--- src/rtl/spie_arb.sv ---
// spie_arb: four-requester round-robin arbiter in front of a single SPI engine, with chip-select setup/gap timing and burst locking
//
// Ports:
//   clk, rst_n         system clock, asynchronous active-low reset
//   req, req_last      per-requester word request (level) and last-of-burst flag
//   req_data_tx        word for requester i at [32i+31:32i]
//   req_width          data-width code for requester i at [2i+1:2i]
//   req_fast           per-requester fast-speed select
//   req_msbyte         per-requester MSByte-first select
//   grant              one-hot current owner
//   done               one-cycle completion pulse for the owner
//   data_rx            last received word, held until the next completion
//   cs_n               active-low chip selects, index = requester
//   spi_*              engine-side start/config/data handshake
//   timeout            sticky lock-timeout flag (only with SPIE_ARB_TIMEOUT_EN)
//
// Build option: define SPIE_ARB_TIMEOUT_EN to release a lock that idles for 1023 cycles.
module spie_arb #(
    parameter int CS_SETUP = 2,
    parameter int CS_GAP   = 2
) (
    input  logic         clk,
    input  logic         rst_n,
    input  logic [3:0]   req,
    input  logic [3:0]   req_last,
    input  logic [127:0] req_data_tx,
    input  logic [7:0]   req_width,
    input  logic [3:0]   req_fast,
    input  logic [3:0]   req_msbyte,
    output logic [3:0]   grant,
    output logic [3:0]   done,
    output logic [31:0]  data_rx,
    output logic [3:0]   cs_n,
    output logic         spi_start,
    output logic         spi_fast,
    output logic         spi_msbyte,
    output logic [1:0]   spi_width,
    output logic [31:0]  spi_data_tx,
    input  logic [31:0]  spi_data_rx,
    input  logic         spi_rdy
`ifdef SPIE_ARB_TIMEOUT_EN
    ,
    output logic         timeout
`endif
);
    typedef enum logic [2:0] {IDLE, SETUP, START, WAIT, DONE, LOCK, GAP} state_t;
    // Where a released chip select goes; with no gap the block is immediately idle.
    localparam state_t REL_ST = (CS_GAP == 0) ? IDLE : GAP;
    state_t state, nxt;
    logic [1:0] owner, rr, pick, lane;
    logic [15:0] cnt;
    logic lock_expire;
    // Round robin: scan from rr+1 upward; the loop runs from lowest to highest priority so the last hit wins.
    always_comb begin
        pick = rr;
        for (int k = 4; k >= 1; k--)
            if (req[rr + 2'(k)]) pick = rr + 2'(k);
    end
    assign lane = (state == IDLE) ? pick : owner;
`ifdef SPIE_ARB_TIMEOUT_EN
    // cnt restarts on LOCK entry, so 1022 here is the 1023rd idle LOCK cycle.
    assign lock_expire = (cnt == 16'd1022) && !req[owner];
`else
    assign lock_expire = 1'b0;
`endif
    always_comb begin
        nxt = state;
        case (state)
            IDLE:    if (|req && spi_rdy) nxt = (CS_SETUP == 0) ? START : SETUP;
            SETUP:   if (cnt == 16'(CS_SETUP - 1)) nxt = START;
            START:   nxt = WAIT;
            // cnt==0 is the first WAIT cycle, where the engine's rdy has not yet dropped.
            WAIT:    if (cnt != 16'd0 && spi_rdy) nxt = DONE;
            DONE:    nxt = req_last[owner] ? REL_ST : LOCK;
            LOCK:    nxt = req[owner] ? START : (lock_expire ? REL_ST : LOCK);
            GAP:     if (cnt == 16'(CS_GAP - 1)) nxt = IDLE;
            default: nxt = IDLE;
        endcase
    end
    assign spi_start = (state == START);
    assign done = (state == DONE) ? grant : 4'b0000;
    always_ff @(posedge clk or negedge rst_n) begin
        if (!rst_n) begin
            state       <= IDLE;
            cnt         <= '0;
            owner       <= '0;
            rr          <= 2'd3;
            grant       <= '0;
            cs_n        <= 4'hF;
            data_rx     <= '0;
            spi_fast    <= 1'b0;
            spi_msbyte  <= 1'b0;
            spi_width   <= '0;
            spi_data_tx <= '0;
        end else begin
            state <= nxt;
            cnt   <= (nxt == state) ? cnt + 16'd1 : 16'd0;
            if (state == IDLE && nxt != IDLE) begin
                owner <= pick;
                rr    <= pick;
                grant <= 4'b0001 << pick;
                cs_n  <= ~(4'b0001 << pick);
            end
            if ((state == DONE || state == LOCK) && (nxt == GAP || nxt == IDLE)) begin
                grant <= '0;
                cs_n  <= 4'hF;
            end
            // Engine config is captured on START entry and held until the next START.
            if (nxt == START) begin
                spi_data_tx <= req_data_tx[{lane, 5'd0} +: 32];
                spi_width   <= req_width[{lane, 1'b0} +: 2];
                spi_fast    <= req_fast[lane];
                spi_msbyte  <= req_msbyte[lane];
            end
            if (state == WAIT && nxt == DONE) data_rx <= spi_data_rx;
        end
    end
`ifdef SPIE_ARB_TIMEOUT_EN
    always_ff @(posedge clk or negedge rst_n) begin
        if (!rst_n) timeout <= 1'b0;
        else if (state == LOCK && lock_expire) timeout <= 1'b1;
    end
`endif
endmodule

--- config.mk ---
export PLATFORM = sky130hd
export DESIGN_NAME = spie_arb
export DESIGN_NICKNAME = d
export VERILOG_FILES = /design/src/rtl/spie_arb.sv
export SDC_FILE = /design/constraint.sdc
export NUM_CORES = 1
export LEC_CHECK = 0
export ABC_AREA = 1
export CAP_MARGIN = 20
export CELL_PAD_IN_SITES_DETAIL_PLACEMENT = 1
export CELL_PAD_IN_SITES_GLOBAL_PLACEMENT = 2
export CORE_ASPECT_RATIO = 0.9
export CORE_MARGIN = 2
export CORE_UTILIZATION = 23
export CTS_BUF_LIST = sky130_fd_sc_hd__clkbuf_8
export DETAILED_ROUTE_END_ITERATION = 10
export PLACE_DENSITY_LB_ADDON = 0.1
export SYNTH_ARGS = -nofsm -noshare
export SYNTH_HDL_FRONTEND = slang
export SYNTH_SLANG_ARGS = --single-unit
--- constraint.sdc ---
create_clock -name clk -period 2.28 [get_ports clk]
set_input_delay 0.456 -clock clk [delete_from_list [all_inputs] [get_ports clk]]
set_output_delay 0.456 -clock clk [all_outputs]
set_load 0.05 [all_outputs]
* Word-level counts from Yosys, hierarchy flattened
Index checks and enable logic that the tools add are counted.
** Cells by class
- Add/subtract/negate cells :: 4
- Magnitude comparators :: 5
- Equal/unequal tests :: 11
- Shift-type cells :: 3
- Multiplexer cells :: 31
- Bitwise gates (word level) :: 1
- Reduce and logical (&&, ||, !) cells :: 13
** Operators with widths (number)
- $shiftx A128 B8 Y32 :: 1
- $pmux W3 S7 :: 1
- $mux W4 :: 5
- $add A16 B1 Y16 const B :: 1
- $eq A16 B1 Y1 const B :: 1
- $mux W16 :: 1
- $reduce_bool A16 Y1 :: 1
- $eq A3 B3 Y1 const B :: 5
- $lt A2 B3 Y1 const B :: 5
- $mux W3 :: 5
- $bmux W1 S2 :: 7
- $mux W2 :: 5
- $eq A3 B2 Y1 const B :: 3
- $shiftx A8 B4 Y2 :: 1
- $mux W1 :: 7
- $logic_not A3 Y1 :: 2
- $logic_and A1 B1 Y1 :: 5
- $add A2 B2 Y2 const B :: 2
- $not A4 Y4 :: 1
- $reduce_or A4 Y1 :: 1
- $shl A1 B2 Y4 const A :: 1
- $eq A3 B1 Y1 const B :: 1
- $eq A3 B3 Y1 :: 1
- $reduce_bool A3 Y1 :: 1
- other kinds (3) :: 4
** Word-level totals
- Flip-flop bits (word level) :: 99
- Bits of input ports :: 187
- Output and inout port bits :: 81

* Longest topological paths before layout
- Depth after elaboration :: 10
- Gate-level depth with buffers :: 18

* Worst setup path after synthesis
OpenSTA, ideal clock, no wires.
- Path kind :: register to register
- Start :: reg state[0]
- End :: reg spi_data_tx[0]
- Library setup time :: 0.118 ns
- Arrival :: 2.140 ns
- Path slack :: 0.022 ns
- Cell stages (with the launch flop) :: 12
- Path buffers :: 1
- Period minus slack after synthesis :: 2.258 ns
- Cell sequence :: dfrtp_1 > inv_2 > nand2_1 > nor2_1 > inv_2 > o211ai_1 > nor2_2 > nand2_2 > nand3_2 > buf_2 > nand2_1 > nand2_1
** Between the ends
- Word-level cells in the longest chain between the ends :: 3
- Elaborated cells between the ends (all ways) :: 15
** RTL lines
- from (decl) :: RTL line 49 : state_t state, nxt;
- from (signal assigned) :: RTL line 96 : state <= nxt;
- $eq A3 B2 Y1
- net spi_start :: RTL line 34 : output logic spi_start,
- $pmux W3 S7 :: RTL line 68 : case (state)
- net nxt[1] :: RTL line 49
- $eq A3 B2 Y1 :: RTL line 109 : if (nxt == START) begin
- to (signal assigned) :: RTL line 110 : spi_data_tx <= req_data_tx[{lane, 5'd0} +: 32];
- to (decl) :: RTL line 38 : output logic [31:0] spi_data_tx,
The timed path passes the listed nets, and every way through them passes these cells.
A chain may end at the register's enable or synchronous reset.

* Worst setup path in the final report
- Start :: reg cs_n[3]
- End :: out cs_n[3]
** RTL lines
- from (decl) :: RTL line 33 : output logic [3:0] cs_n,
- from (signal assigned) :: RTL line 102 : cs_n <= ~(4'b0001 << pick);
No word-level cell between the ends.

==> impl_results.md <==
* Maximum clock insertion buffer count at 2
* H-tree levels at 3
* Seq/Total Area, Yosys at around two fifths
* Pre-CTS setup slack at -0.262 ns
* Proportion of synthesized area in mux cells at between 5 and 6%
* Die H at approximately 160 um
* CTS tree: yes
* Ranking of synthesized cells by area: dfrtp_1, nand3_1, nand2_1
* Setup crit end kind: output port
* Synthesized-area fraction occupied by xor and xnor cells at roughly 1.5%
* DRT Pass-1 Iters at 4
* Max-slew headroom at the worst pin at between 50% and 60%
* Worst-Margin Slew at around 0.69 ns
* Slack of the worst reg-to-reg path at ~0.14 ns
* Number of max-cap violations at 0
* Routed wire per std cell at between 15 and 20 um
* Count of filler cells inserted in the layout at 3,290
* Area taken by multi-input logic gates at 0.00312 mm2
* Combined flip-flop and latch cell area at about 0.0025 mm2
* Drt drc at 0
* Clock transition at the registers of the reported paths at roughly 0.12 ns
* Cells traversed along the worst timing path: clkdlybuf4s50_1
* Nets at between 1,000 and 1,500
* Number of ports placed on the die boundary at 268
* Highest net fanout along the worst path at 2
* Detail Placement HPWL at just under 20,000 um
* Main combinational cell family by area after synthesis: simple AND/OR/NAND/NOR gates
* Utilization of the core after routing at approximately two fifths
* Crit path launch type: flop
* Final Max Slew Viols at 0
* Kind of cell with the highest combined delay on the critical path: buffers and inverters
* Result of the run: finished, final reports clean
* Highest ir drop seen on vdd at approximately 0.74 mV
* Clock net sink count at a little under 100
* Detailed-route vias per instance at 4.34
* Final global-route overflow total at 0
* Top cells by count, synth: nand2_1, nand3_1, inv_1, dfrtp_1, nor2_1
* Unrepaired setup endpoints after global routing: yes
* Basic-gate share of the synthesized area counting and, or, nand and nor cells at 36.6%
* Crit path time final at 2.20 ns
* Post-Synth Adder-Cell Area at less than 1%
* Mapped cell area at approximately 0.0064 mm2
* Arrival time of the worst setup path at 1.74 ns
* Number of standard cells after synthesis at 910
* Post-route antenna net violation count at 0
* Most common flop cell mapped by yosys: dfrtp_1
* Flop and latch count out of synthesis at 99
* Routed via count at between 6,000 and 7,000
* Num CTS Buffers at 9
* Bufs and invs on worst path at 1
* Count of standard-cell rows at 57
* Yosys cell types at 39
* Path class of the lowest-slack min-delay path: input port to asynchronous set/reset pin
* Synth warnings at 0
* Layout-stage area growth over the synthesis result at 63.9%
* Fmax at around 450 MHz
* Power density normalized to cell area at 1610 mW/mm2
* Syn Nets at approximately 1,100
* Post-layout worst setup margin at 0.0803 ns
* Complex-gate fraction of the synthesized area at under 10%
* Slowest library cell on the worst path: clkdlybuf4s50_1
* Total routing resource utilization after global routing at approximately 18%
* Top-count cell post-synth: nand2_1
* Global-route wire length before repair at a little over 40,000 um
* Routed wire length at 26,600 um
* Most area-hungry cell type in the Yosys netlist: dfrtp_1
* Worst reg2reg path endpoint: spi_data_tx[14]$_DFFE_PN0N_
* Endpoint required time on the critical path at 1.82 ns
* Final-report hold violation count at 0
* Fraction of registers with async set/reset at 100%
* Setup_tns at 0 ns
* Cell at the root of the clock tree: clkbuf_8
* Worst Clk Skew at between 0.015 and 0.02 ns
* Count of final setup violators at 0
* Cell leakage power at 5.28 nW
* Worst-case reg-to-reg path depth at 16
* Core region area at about 0.027 mm2
* Number of buffers added on ports at roughly 270
* Initial Util at 23.5%
* Clock insertion delay at the later pin of the skew report at 0.39 ns
* Count of routing violations after the opening detailed-route iteration at roughly 230
* Post-Syn Area per Cell at between 7 and 8 um2
* Crit path kind: flop to output port
* Share of the cycle needed by the critical path after routing at between 90% and 100%
* Fraction of synthesized cell area taken by the top area cell type at a little over a third
* Fraction of final layout cells with drive strength greater than 1 at 14.7%
* Die X at about 180 um
* Routability congestion estimate from global placement at roughly 0.75
* Reg-to-Reg Start: rr[0]$_DFFE_PN1P_
* Pin count of the biggest net entering global routing at 45
* Count of antenna diodes in the layout at 0
* Count of flip-flops with a built-in enable after synthesis at 0
* PnR Total Power at between 15 and 20 mW
* Overall die area at 0.0291 mm2
* Stage delay of the slowest cell on the critical path at about 0.80 ns
* Hold bufs inserted after CTS at 0
* Via count of the first global-routing pass at between 7,000 and 8,000
* Number of antenna violations at the first check in global routing at 0
cells by family (layout without fill, tap and decap cells):
group / Yosys count / count (layout)
AO/OA/AOI/OAI: 22 / 22
adder cells (fa/ha/maj): 3 / 3
flip-flops: 99 / 99
multiplexers: 32 / 32
AND/OR/NAND/NOR: 516 / 516
XOR/XNOR: 11 / 11
buffers and inverters: 227 / 526
stage by stage:
| stage | hold WS, ns | instance area (um2) | instances |
|---|---|---|---|
| 2_1_floorplan | 0.160 | 6380 | 910 |
| 3_3_place_gp | 0.457 | 9870 | 1533 |
| 3_5_place_dp | 0.459 | 9870 | 1533 |
| 4_1_cts | 0.114 | 10100 | 1549 |
| 5_1_grt | 0.131 | 10500 | 1563 |
| 6_report | 0.114 | 10500 | 1563 |
how the worst max path moves through the flow:
stage	startpoint	endpoint	cells past startpoint
floorplan	state[0]$_DFF_PN0_	spi_data_tx[0]$_DFFE_PN0N_	11
global placement	req[1]	spi_data_tx[29]$_DFFE_PN0N_	15
detailed placement	req[1]	spi_data_tx[25]$_DFFE_PN0N_	15
CTS	cs_n[2]$_DFFE_PN1P_	cs_n[2]	1
global route	rr[0]$_DFFE_PN1P_	spi_data_tx[8]$_DFFE_PN0N_	16
finish	cs_n[3]$_DFFE_PN1P_	cs_n[3]	1
sequential cells by signal (all words and copies together) (netlist names):
signal	cells
data_rx	32
cs_n	4
cnt	16
state	3
spi_fast	1
grant	4
rr	2
spi_width	2
owner	2
spi_msbyte	1
spi_data_tx	32
routing by layer:
layer / vias to the layer above / global-route usage (%) / wire [um]
met5: - / 0 / 0
met4: 0 / 2.99 / 194
met3: 13 / 3.16 / 1050
met2: 163 / 29.8 / 12500
met1: 3198 / 24.0 / 12900
li1: 3409 / - / -
what timing repair did:
action / in CTS / in global routing
gates resized for setup: 1 / 45
endpoints found under the setup margin: 2 / 58
gates cloned: 0 / 7
pin swaps: 0 / 18
buffers inserted: 0 / 7
placed cells by master (no fill, tap or decap), drive strengths merged, types with 8 or more instances in the layout:
cell type	n
nand3	201
inv	188
dfrtp	93
o21ai	15
xor2	9
clkdlybuf4s50	259
nor2	37
mux2	32
clkbuf	16
nand4	8
buf	58
nand2	259
area by class of cell:
| type | count | share of cell area, % |
|---|---|---|
| Sequential cell | 99 | 23.8 |
| Multi-Input combinational cell | 584 | 29.8 |
| Clock inverter | 6 | 0.538 |
| Timing Repair Buffer | 324 | 33.7 |
| Clock buffer | 10 | 1.32 |
| Tap cell | 354 | 4.23 |
| Inverter | 186 | 6.70 |
where the power goes:
group / switching (mW) / internal, mW
Sequential: 0.464 / 2.52
Clock: 0.733 / 0.449
Combinational: 7.79 / 4.93
(Power assumes the default switching activity.)
